File: src/rtl/regfile_pkg.sv
// Shared definitions for the regfile writeback arbiter: register geometry,
// controller state encoding and the port request bundle.
package regfile_pkg;

   localparam int NUM_REGS = 32;
   localparam int REG_AW   = 6;
   localparam int DATA_W   = 16;

   typedef enum logic {
      ST_CLEAR = 1'b0,
      ST_RUN   = 1'b1
   } state_e;

   typedef struct packed {
      logic              word;
      logic [REG_AW-1:0] d;
      logic [DATA_W-1:0] rd;
   } wb_req_t;

   // Word requests cover an aligned register pair, so only the pair index counts.
   function automatic logic addr_hit(input logic word, input logic [REG_AW-1:0] d,
                                     input logic [REG_AW-1:0] ra);
      return word ? (d[REG_AW-1:1] == ra[REG_AW-1:1]) : (d == ra);
   endfunction

endpackage

File: src/rtl/rr_arb2.sv
// Two-way round-robin picker. Port 0 is the ALU, port 1 the load unit;
// a tie goes to whichever port was not granted last.
module rr_arb2 (
   input  logic       clk,
   input  logic       reset,
   input  logic [1:0] req,
   output logic [1:0] grant
);

   logic last_grant;

   always_comb begin
      grant = 2'b00;
      case (req)
         2'b01:   grant = 2'b01;
         2'b10:   grant = 2'b10;
         2'b11:   grant = last_grant ? 2'b01 : 2'b10;
         default: grant = 2'b00;
      endcase
   end

   // Resets to the load unit so the ALU wins the first tie.
   always_ff @(posedge clk or negedge reset) begin
      if (!reset)      last_grant <= 1'b1;
      else if (|grant) last_grant <= grant[1];
   end

endmodule

File: src/rtl/regfile_wb_arb.sv
// Regfile writeback arbiter: optional post-reset clear sweep, then round-robin
// between the ALU and load-unit write ports with read-hazard stall generation.
module regfile_wb_arb
   import regfile_pkg::*;
#(
   parameter bit CLEAR_ON_RESET = 1'b1,
   parameter int CLEAR_WORDS    = 16
) (
   input  logic              clk,
   input  logic              reset,
   input  logic              alu_req,
   input  logic              alu_word,
   input  logic [REG_AW-1:0] alu_d,
   input  logic [DATA_W-1:0] alu_Rd,
   output logic              alu_ack,
   input  logic              ld_req,
   input  logic              ld_word,
   input  logic [REG_AW-1:0] ld_d,
   input  logic [DATA_W-1:0] ld_Rd,
   output logic              ld_ack,
   input  logic [REG_AW-1:0] rd_a,
   input  logic [REG_AW-1:0] rd_b,
   output logic              write,
   output logic              write_word,
   output logic [REG_AW-1:0] d,
   output logic [DATA_W-1:0] Rd,
   output logic              stall,
   output logic              busy,
   output logic              err
);

   localparam int IDX_W = REG_AW - 1;
   localparam int CW    = (CLEAR_WORDS > NUM_REGS) ? NUM_REGS : CLEAR_WORDS;
   localparam logic [IDX_W-1:0] LAST_IDX  = IDX_W'(CW - 1);
   localparam state_e           RST_STATE = CLEAR_ON_RESET ? ST_CLEAR : ST_RUN;

   state_e           state;
   logic [IDX_W-1:0] idx;
   logic             busy_q;
   logic             run_q;
   logic [1:0]       req;
   logic [1:0]       grant;
   logic             conflict;
   wb_req_t          alu_r, ld_r, sel;

   assign alu_r = '{word: alu_word, d: alu_d, rd: alu_Rd};
   assign ld_r  = '{word: ld_word,  d: ld_d,  rd: ld_Rd};

   // run_q only rises on the first RUN edge, so no ack can leak out during reset
   // or during the final clear write.
   assign req = {ld_req, alu_req} & {2{run_q}};

   rr_arb2 u_arb (
      .clk   (clk),
      .reset (reset),
      .req   (req),
      .grant (grant)
   );

   assign alu_ack = grant[0];
   assign ld_ack  = grant[1];
   assign sel     = grant[1] ? ld_r : alu_r;
   assign busy    = busy_q;

   // A request being acked this cycle is covered by the regfile bypass.
   always_comb begin
      conflict = 1'b0;
      if (alu_req && !grant[0] &&
          (addr_hit(alu_word, alu_d, rd_a) || addr_hit(alu_word, alu_d, rd_b)))
         conflict = 1'b1;
      if (ld_req && !grant[1] &&
          (addr_hit(ld_word, ld_d, rd_a) || addr_hit(ld_word, ld_d, rd_b)))
         conflict = 1'b1;
   end

   assign stall = busy_q | (run_q & conflict);

   always_ff @(posedge clk or negedge reset) begin
      if (!reset) begin
         state      <= RST_STATE;
         idx        <= '0;
         busy_q     <= CLEAR_ON_RESET;
         run_q      <= 1'b0;
         write      <= 1'b0;
         write_word <= 1'b0;
         d          <= '0;
         Rd         <= '0;
         err        <= 1'b0;
      end else begin
         write <= 1'b0;
         err   <= 1'b0;
         case (state)
            ST_CLEAR: begin
               busy_q     <= 1'b1;
               run_q      <= 1'b0;
               write      <= 1'b1;
               write_word <= 1'b1;
               d          <= {idx, 1'b0};
               Rd         <= '0;
               if (idx == LAST_IDX) begin
                  idx   <= '0;
                  state <= ST_RUN;
               end else begin
                  idx <= idx + 1'b1;
               end
            end
            default: begin
               busy_q <= 1'b0;
               run_q  <= 1'b1;
               if (|grant) begin
                  write      <= 1'b1;
                  write_word <= sel.word;
                  // Misaligned pair writes are realigned and flagged, not dropped.
                  d          <= sel.word ? {sel.d[REG_AW-1:1], 1'b0} : sel.d;
                  Rd         <= sel.rd;
                  err        <= sel.word & sel.d[0];
               end
            end
         endcase
      end
   end

endmodule

File: config.mk
export PLATFORM = sky130hd
export DESIGN_NAME = regfile_wb_arb
export DESIGN_NICKNAME = d
export VERILOG_FILES = /design/src/rtl/regfile_pkg.sv /design/src/rtl/rr_arb2.sv /design/src/rtl/regfile_wb_arb.sv
export SDC_FILE = /design/constraint.sdc
export NUM_CORES = 1
export LEC_CHECK = 0
export BUFFER_PORTS_ARGS = -buffer_cell sky130_fd_sc_hd__buf_2
export CAP_MARGIN = 10
export CORE_AREA = 2 2 82 84
export DETAILED_ROUTE_END_ITERATION = 10
export DIE_AREA = 0 0 84 86
export PLACE_DENSITY_LB_ADDON = 0.25
export SLEW_MARGIN = 20
export SYNTH_ARGS = -nofsm -noshare
export SYNTH_HDL_FRONTEND = slang
export SYNTH_SLANG_ARGS = --single-unit
export TNS_END_PERCENT = 50
File: constraint.sdc
create_clock -name clk -period 2.1 [get_ports clk]
set_input_delay 0.105 -clock clk [delete_from_list [all_inputs] [get_ports clk]]
set_output_delay 0.105 -clock clk [all_outputs]
set_load 0.02 [all_outputs]
Word-level counts from Yosys, hierarchy flattened. Cells that the tools add are included. Widths: inputs -> output; s select.

$add $sub $neg: 1. Eq/ne operators: 13. Mux-type cells: 25. Bitwise gates (word level): 4. Reduce and logical (&&, ||, !) cells: 9.

Operators by type and width (number): $mux 16 (2); $eq 6x6->1 (4); $mux 23 (1); $eq 5x5->1 (4); $mux 1 (17); $mux 6 (2); $pmux 2 s3 (1); $add 5x1->5 const B (1); $eq 5x4->1 const B (1); $mux 5 (1); $eq 2x2->1 const B (2); $logic_and 1x1->1 (4); $and 1x1->1 (2); $and 2x2->2 (1); $eq 2x1->1 const B (1); $logic_not 1->1 (2); $logic_or 1x1->1 (2); $mux 2 (1); $ne 2x1->1 const B (1); $reduce_or 2->1 (1); $or 1x1->1 (1).

Flip-flop bits (word level): 34. Input bits: 62. Output and inout port bits: 29. Logic and storage cells: 62.

Depth between registers and ports, before layout. Gate-level depths: netlist of run 1.

Word-level depth: 10. Mapped depth: 7.

By module. From an unflattened synthesis of run 1, not the netlist that was laid out.

Cells, all modules: 207. Area, all modules: 1954.4 sq um.

By module, submodules not included: regfile_wb_arb (instances 1, cells each 201, area an instance 1900.6 sq um, sequential area each 827.0 sq um); rr_arb2 (instances 1, cells each 6, area an instance 53.8 sq um, sequential area each 26.3 sq um).

Worst setup path after synthesis of run 1. Ideal clock, no wire load.

Kind: register -> output. Start: reg run_q. End: out stall. Arrival: 1.262 ns. Required time: 1.995 ns. Path slack: 0.733 ns. Cell stages (with the launch flop): 4. Cells stage by stage: dfrtp_1 -> nand2_1 -> a21oi_1 -> o311ai_1.

Word-level cells in the longest chain between the ends: 10.

Ends and longest elaborated chain: start, declared (line regfile_wb_arb.sv:40) `logic run_q;`; start signal, assigned (line regfile_wb_arb.sv:83) `run_q <= 1'b0;`; start signal, assigned (line regfile_wb_arb.sv:95) `run_q <= 1'b0;`; start signal, assigned (line regfile_wb_arb.sv:109) `run_q <= 1'b1;`; $and 2x2->2 * (line regfile_wb_arb.sv:51) `assign req = {ld_req, alu_req} & {2{run_q}};`; $eq 2x2->1 or $eq 2x1->1 (tied branches) (line rr_arb2.sv:14) `case (req)`; $pmux 2 s3 * (line rr_arb2.sv:14); via alu_ack (line regfile_wb_arb.sv:15) `output logic alu_ack,`; $logic_not 1->1 * (line regfile_wb_arb.sv:68) `if (alu_req && !grant[0] &&`; $logic_and 1x1->1 * (2 in series) (line regfile_wb_arb.sv:68); $mux 1 * (line regfile_wb_arb.sv:68); $mux 1 * (line regfile_wb_arb.sv:71) `if (ld_req && !grant[1] &&`; $and 1x1->1 * (line regfile_wb_arb.sv:76) `assign stall = busy_q | (run_q & conflict);`; $or 1x1->1 * (line regfile_wb_arb.sv:76); end, declared (line regfile_wb_arb.sv:27) `output logic stall,`.

Mark *: on every way through the listed nets, which the timed path passes. The rest lies on a longest branch.

Worst setup path after layout of run 1.
Start: reg run_q. End: reg Rd[7].

Word-level cells in the longest chain between the ends: 6.

Ends and longest elaborated chain: $and 2x2->2 * (line regfile_wb_arb.sv:51); $eq 2x2->1 or $eq 2x1->1 (tied branches) (line rr_arb2.sv:14); $pmux 2 s3 * (line rr_arb2.sv:14); $mux 23 (line regfile_wb_arb.sv:62) `assign sel = grant[1] ? ld_r : alu_r;`; $mux 16 (line regfile_wb_arb.sv:110) `if (|grant) begin`; $mux 16 (line regfile_wb_arb.sv:92) `case (state)`; end signal, assigned (line regfile_wb_arb.sv:115) `Rd <= sel.rd;`; end, declared (line regfile_wb_arb.sv:26) `output logic [DATA_W-1:0] Rd,`.

Mark *: on every way between the ends. The rest lies on a longest branch, timed or not. The select of a mux whose other input is x is not followed. A chain may end at the register's enable or synchronous reset.

==> reports/results.txt, run 1 <==
vias in the first global route = 1573
Crit path required time = 2.27 ns
clock skew = 0.009933 ns
routed via count = 1642
Setup CP Type = flop to flop
Fin Setup TNS = 0 ns
Via-to-Cell Ratio = 4.599
Max-Cap Viols = 0
Cell Int Power = 1.147 mW
share of post-route cells with drive strength above 1 = 37.86%
cell with the largest stage delay on the worst path = dfrtp_1
global-route wire length before repair = 7679 um
syn nets = 250
Core ar. = 0.006277 mm2
largest net degree at the start of global routing = 35
number of distinct library cells after synthesis = 35
die area = 0.007224 mm2
mux contribution to synthesized area = 9.271%
DR pass1 iterations = 4
sequential share of the synthesized area = 46.49%
sequence of cells on the critical path = nand2_1 -> a21o_1 -> inv_2 -> buf_4 -> mux2i_1 -> o21ai_1
clock share of power = 29.9%
Final Hold Fails = 0
Root Driver = clkbuf_8
Synth Area in Simple Gates = 10.77%
Final Util = 39.07%
clock tree from TritonCTS = done
status = finished clean
initial core utilization = 29.24%
CTS clk-pin slew, worst paths = 0.07 ns
Compound-Gate Fraction of Synth Area = 16.29%
YS warnings = 0
non-filler instance count after layout = 357
worst vdd ir = 0.0002656 V
Total GRT Usage = 13.64%
final wirelength = 4933 um
CP bufs+invs = 2
post-route ant nets = 0
Post-Syn Area = 0.001836 mm2
max incr delay on CP = 0.39 ns
Skew-Pair Late Insertion Delay = 0.28 ns
critical path startpoint category = flop
# nets final = 342
I/O Buffers = 90
FP Rows = 29
Slew Limit Headroom = 48.30%
post-CTS sizing = 0
P_sw = 0.5077 mW
unrepaired setup endpoints after global routing = false
Syn Inst Count = 187
wire per inst = 13.82 um
Comb power frac = 25.1%
Die Span Y = 86 um
number of DRC markers in iteration 0 = 76
period utilization = 83.04%
Slew Limit Fails = 0
area delta synth->final = 33.61%
Sw Ratio = 30.68%
minimum clock period = 1.744 ns
Fmax = 573.4 MHz
diodes inserted = 0
Remaining DRCs = 0
xor/xnor share of the synthesized area = 11.93%
Arr. time, crit path = 1.92 ns
worst min-delay path class = input port to flop
largest family of logic cells by synthesized area = compound AO/OA/AOI/OAI gates
placed cells = 348
Inserted Clock Buffers = 5
crit path max fanout = 13
leakage power = 1.184 nW
FILL cells = 671
io pins = 91
crit path capture type = flop
Yosys reg bits = 34
Bufs on Longest Clock Path = 2
Worst Tran Pin Value = 0.7755 ns
Total Power = 1.654 mW
CTS H-tree lvls = 2
RePlAce Congestion = 0.7830
Avg Synthesized Cell Area = 9.816 um2
Post-DP Area = 0.002347 mm2
GRT overflow = 0
initial antenna violation count = 0
Design Area, Final = 0.002452 mm2
pwr dens = 674.7 mW/mm2
adder-cell share of the synthesized area = 0.6817%
family with the most delay on the worst path = buffers and inverters
Reg power frac = 45.0%
DP HPWL = 3881 um
CTS sink cnt = 34
Die W = 84 um
# setup viols final = 0
[power groups by stage]
stage               Clock (mW)  Sequential (mW)  Combinational [mW]
detailed placement           0            0.756               0.419
floorplan                    0            0.822               0.171
global placement             0            0.756               0.415
CTS                      0.516            0.746               0.422
finish                   0.495            0.745               0.415
global route             0.543            0.752               0.455
[synthesized netlist by cell type, drive strengths merged]
cell type  count  share of area (%)
a2111oi        1               0.82
mux2i         17                9.3
o31ai          1               0.41
a221o          4                2.2
o2111ai        1               0.48
nor3b          1               0.41
nand3          4                1.1
a211oi         1               0.41
o21a           1               0.41
or2            1               0.34
a31oi          1               0.34
dfrtp         32                 44
and2           1               0.34
a41oi          1               0.48
nor4           2               0.68
a21oi          8                2.2
ha             1               0.68
nor2           1               0.20
clkbuf         2               0.41
dfstp          2                2.9
nand2         36                7.4
inv            7                1.4
o21ai         22                6.0
o211ai         3                1.2
o311ai         1               0.48
xor2          12                5.7
nor2b          1               0.34
a21o           1               0.41
o22a           1               0.48
buf            7                2.7
xnor2         13                6.2
[metrics by stage]
| step | hold WS, ns | setup WS (ns) |
|---|---|---|
| after floorplan | -0.1906 | 0.7333 |
| after global routing | 0.07754 | 0.2512 |
| after detailed placement | 0.2233 | 0.3617 |
| final | 0.08924 | 0.3562 |
| after global placement | 0.2314 | 0.4496 |
| after CTS | 0.08244 | 0.3498 |
[cells in the final DEF, fill, tap and decap left out, drive strengths merged]
cell / n
buf: 93
nand2: 36
dfrtp: 32
o21ai: 22
mux2i: 17
xnor2: 13
xor2: 12
a21oi: 8
inv: 7
clkbuf: 6
nand3: 4
a221o: 4
o211ai: 3
nor4: 2
dfstp: 2
a21o: 1
a211oi: 1
a2111oi: 1
a41oi: 1
o2111ai: 1
o311ai: 1
and2: 1
nor2b: 1
or2: 1
nor2: 1
o22a: 1
o21a: 1
nor3b: 1
a31oi: 1
o31ai: 1
ha: 1
clkinvlp: 1
clkinv: 1
dlygate4sd3: 1
[final cells by class]
cell class / instances / area, um2 / share of cell area [%]
multi-input cells: 137 / 898.4 / 36.63
well taps: 77 / 96.34 / 3.929
clock inverters: 2 / 12.51 / 0.5102
clock buffers: 6 / 82.58 / 3.367
repair buffers: 94 / 483.0 / 19.69
inverters: 7 / 26.28 / 1.071
flip-flops and latches: 34 / 853.3 / 34.80
[per-layer routing]
| metal | GRT usage, % | vias to the layer above | wire [um] |
|---|---|---|---|
| met1 | 18.02 | 756 | 2202 |
| li1 | - | 830 | - |
| met5 | 0 | - | 0 |
| met2 | 21.02 | 52 | 2350 |
| met3 | 4.139 | 4 | 316 |
| met4 | 5.425 | 0 | 64 |
[tightest hold or removal path: stages]
cell	delay, ns
buf_2	0.07
mux2i_1	0.05
o21ai_1	0.10
[flip-flops by register name, indices dropped and copies added, names as in the netlist]
name              count
u_arb.last_grant      1
Rd                   16
write                 1
busy                  1
state                 1
idx                   5
write_word            1
d                     6
run_q                 1
err                   1
[cells by family after synthesis]
family,count (synthesis)
AOI/OAI and AO/OA,47
xor gates and xnor gates,25
adders and majority gates,1
buffers and inverters,16
DFF,34
muxes,17
and+or+nand+nor,47
[path summary, 6_finish.rpt]
check | start | to | slack (ns) | cells past startpoint
setup reg to reg | run_q$_DFF_PN0_ | Rd[7]$_DFFE_PN0P_ | 0.36 | 6
hold reg to reg | state$_DFF_PN0_ | run_q$_DFF_PN0_ | 0.48 | 0
max in group asynchronous | reset | idx[3]$_DFFE_PN0N_ | 1.17 | 2
min in group asynchronous | reset | Rd[6]$_DFFE_PN0P_ | 0.44 | 2
hold / removal | alu_Rd[0] | Rd[0]$_DFFE_PN0P_ | 0.09 | 3
setup / recovery | run_q$_DFF_PN0_ | Rd[7]$_DFFE_PN0P_ | 0.36 | 6
[repair_timing]
action	4_1_cts	5_1_grt
hold buffers	1	0
setup buffers	0	0
hold endpoints to repair	32	0
setup endpoints to repair	0	0
Power figures use the tool's default switching activity.
==> inputs of run 2 (changes only) <==
==> constraint.sdc (replaced) <==
create_clock -name clk -period 1.54 [get_ports clk]
set_input_delay 0.077 -clock clk [delete_from_list [all_inputs] [get_ports clk]]
set_output_delay 0.077 -clock clk [all_outputs]
set_load 0.02 [all_outputs]
==> run 2 against run 1 <==
  * The flow now finishes with violations (setup timing)
  * Register-to-register slack worse by 0.29 ns
  * Count of clock-buffer cells in the layout unchanged
  * Critical path depth shrank 1
  * Non-clock buffer count grew 5
  * Cell count grew 1.1%
  * Utilization is 2.0 points higher
  * Via count decreased by 1.1%
  * Critical endpoint is now stall
  * Largest cell class unchanged
  * Largest power group unchanged
==> reports/results.txt, run 2 (same netlist as run 1, synthesis figures left out) <==
status = finished, violations left (was finished clean)
failing checks = setup timing
initial antenna violation count = 0 (unchanged)
Die W = 84 um (unchanged)
CTS H-tree lvls = 2 (unchanged)
max reg flops = 16 (unchanged)
Setup CP Type = flop to output pin (was flop to flop)
non-filler instance count after layout = 361 (was 357)
Routed met1 length = 2123 um (was 2202 um)
Max-Cap Viols = 0 (unchanged)
diodes inserted = 0 (unchanged)
Final Util = 41.02% (was 39.07%)
Total Power = 2.454 mW (was 1.654 mW)
DR pass1 iterations = 4 (unchanged)
global-route wire length before repair = 7845 um (was 7679 um)
top sig layer = met4 (unchanged)
CTS sink cnt = 34 (unchanged)
clock skew = 0.006454 ns (was 0.009933 ns)
Total GRT Usage = 13.69% (was 13.64%)
Slew Limit Fails = 0 (unchanged)
Post-DP Area = 0.002407 mm2 (was 0.002347 mm2)
Via-to-Cell Ratio = 4.499 (was 4.599)
Skew-Pair Late Insertion Delay = 0.28 ns (about the same)
routed via count = 1624 (was 1642)
area delta synth->final = 40.29% (was 33.61%)
met2 WL = 2405 um (was 2350 um)
final worst slack = -0.01326 ns (was 0.3562 ns)
RR Startpoint = run_q$_DFF_PN0_ (unchanged)
DP HPWL = 3843 um (was 3881 um)
Top reg by flops = Rd (unchanged)
crit path capture type = output pin (was flop)
critical path launch point = u_arb.last_grant$_DFFE_PN1P_ (was run_q$_DFF_PN0_)
post-route ant nets = 0 (unchanged)
highest-count cells in the layout ignoring fill and taps = buf_2, nand2_1, dfrtp_1 (unchanged)
die area = 0.007224 mm2 (unchanged)
clock tree from TritonCTS = done (unchanged)
Bufs on Longest Clock Path = 2 (unchanged)
io pins = 91 (unchanged)
vias in the first global route = 1645 (was 1573)
Die Span Y = 86 um (unchanged)
Core ar. = 0.006277 mm2 (unchanged)
worst min-delay path class = input port to flop (unchanged)
period utilization = 100.9%
largest net degree at the start of global routing = 21 (was 35)
I/O Buffers = 90 (unchanged)
wire per inst = 13.53 um (was 13.82 um)
Remaining DRCs = 0 (unchanged)
Inserted Clock Buffers = 5 (unchanged)
minimum clock period = 1.553 ns
final wirelength = 4885 um (was 4933 um)
leakage power = 1.234 nW (was 1.184 nW)
# nets final = 347 (was 342)
Fmax = 643.8 MHz
Root Driver = clkbuf_8 (unchanged)
most common cell after layout, fill and taps aside = buf_2 (unchanged)
placed cells = 351 (was 348)
routed wl met3 = 279 um (was 316 um)
RePlAce Congestion = 0.8381 (was 0.7830)
Worst Tran Pin Value = 0.4290 ns (was 0.7755 ns)
unrepaired setup endpoints after global routing = true (was false)
Slew Limit Headroom = 71.40% (was 48.30%)
critical path startpoint category = flop (unchanged)
crit path max fanout = 3 (was 13)
Design Area, Final = 0.002575 mm2 (was 0.002452 mm2)
HP Start = alu_Rd[0] (unchanged)
worst vdd ir = 0.0003902 V (was 0.0002656 V)
share of post-route cells with drive strength above 1 = 40.49% (was 37.86%)
number of DRC markers in iteration 0 = 77 (was 76)
top flop regs = Rd x16, d x6, idx x5 (unchanged)
pwr dens = 952.9 mW/mm2 (was 674.7 mW/mm2)
r2r setup slk = 0.07 ns (was 0.36 ns)
Arr. time, crit path = 1.48 ns (was 1.92 ns)
CTS clk-pin slew, worst paths = 0.07 ns (about the same)
initial core utilization = 29.24% (unchanged)
FP Rows = 29 (unchanged)
Crit path required time = 1.46 ns (was 2.27 ns)
Fin Setup TNS = -0.01326 ns (was 0 ns)
# setup viols final = 1 (was 0)
Final Hold Fails = 0 (unchanged)
GRT overflow = 0 (unchanged)
## run 2: changes by cell type in the layout (fill, tap and decap cells not counted), moves of 2 or more
cell | before | now
buf_12 | 0 | 3
a21oi_2 | 0 | 2
a21oi_1 | 8 | 6
buf_6 | 0 | 2
## run 2: final cells by class
type / instances / area [um2]
Sequential cell: 34 / 853.3
Clock buffer: 6 / 82.58
Inverter: 7 / 26.28
Multi-Input combinational cell: 137 / 918.4
Tap cell: 77 / 96.34
Fill cell: 643 / 3702
Timing Repair Buffer: 99 / 568.0
Clock inverter: 1 / 30.03
## run 2: power by group
group | switching, mW | internal, mW | total [mW]
Sequential | 0.0412 | 0.973 | 1.01
Clock | 0.314 | 0.518 | 0.832
Combinational | 0.342 | 0.265 | 0.608
Total | 0.698 | 1.76 | 2.45
## run 2: layer usage
metal | vias up | global-route usage (%)
met5 | - | 0
met4 | 0 | 4.839
met3 | 6 | 3.561
met2 | 50 | 22.33
met1 | 727 | 17.68
li1 | 841 | -
## run 2: metrics by stage
step           setup WS, ns  hold slack [ns]
6_report           -0.01326          0.05844
5_1_grt            -0.08719          0.06484
4_1_cts            -0.03305          0.05250
3_5_place_dp         0.1511          0.05283
3_3_place_gp         0.1417          0.04086
2_1_floorplan        0.2013          -0.2186
## run 2: worst paths after layout
path | endpoint | cells past startpoint
worst max-delay path | stall | 5
worst min-delay path | Rd[0]$_DFFE_PN0P_ | 3
worst max register to register | d[5]$_DFFE_PN0P_ | 7
worst min register to register | run_q$_DFF_PN0_ | 0
max in group asynchronous | u_arb.last_grant$_DFFE_PN1P_ | 3
min in group asynchronous | Rd[14]$_DFFE_PN0P_ | 2
## run 2: worst max-delay path, cell delays in order, from the launching register on
cell and delay [ns]:
dfstp_2 0.54, a21o_1 0.17, buf_6 0.11, o2111ai_2 0.08, o311ai_1 0.09, buf_2 0.21
## run 2: what timing repair did
item                       in CTS  in global routing
buffers inserted                2                  0
pin swaps                       2                  2
hold endpoints to repair       16                  0
hold buffers                    1                  0
gates resized for setup         4                  4
setup endpoints to repair       2                  6
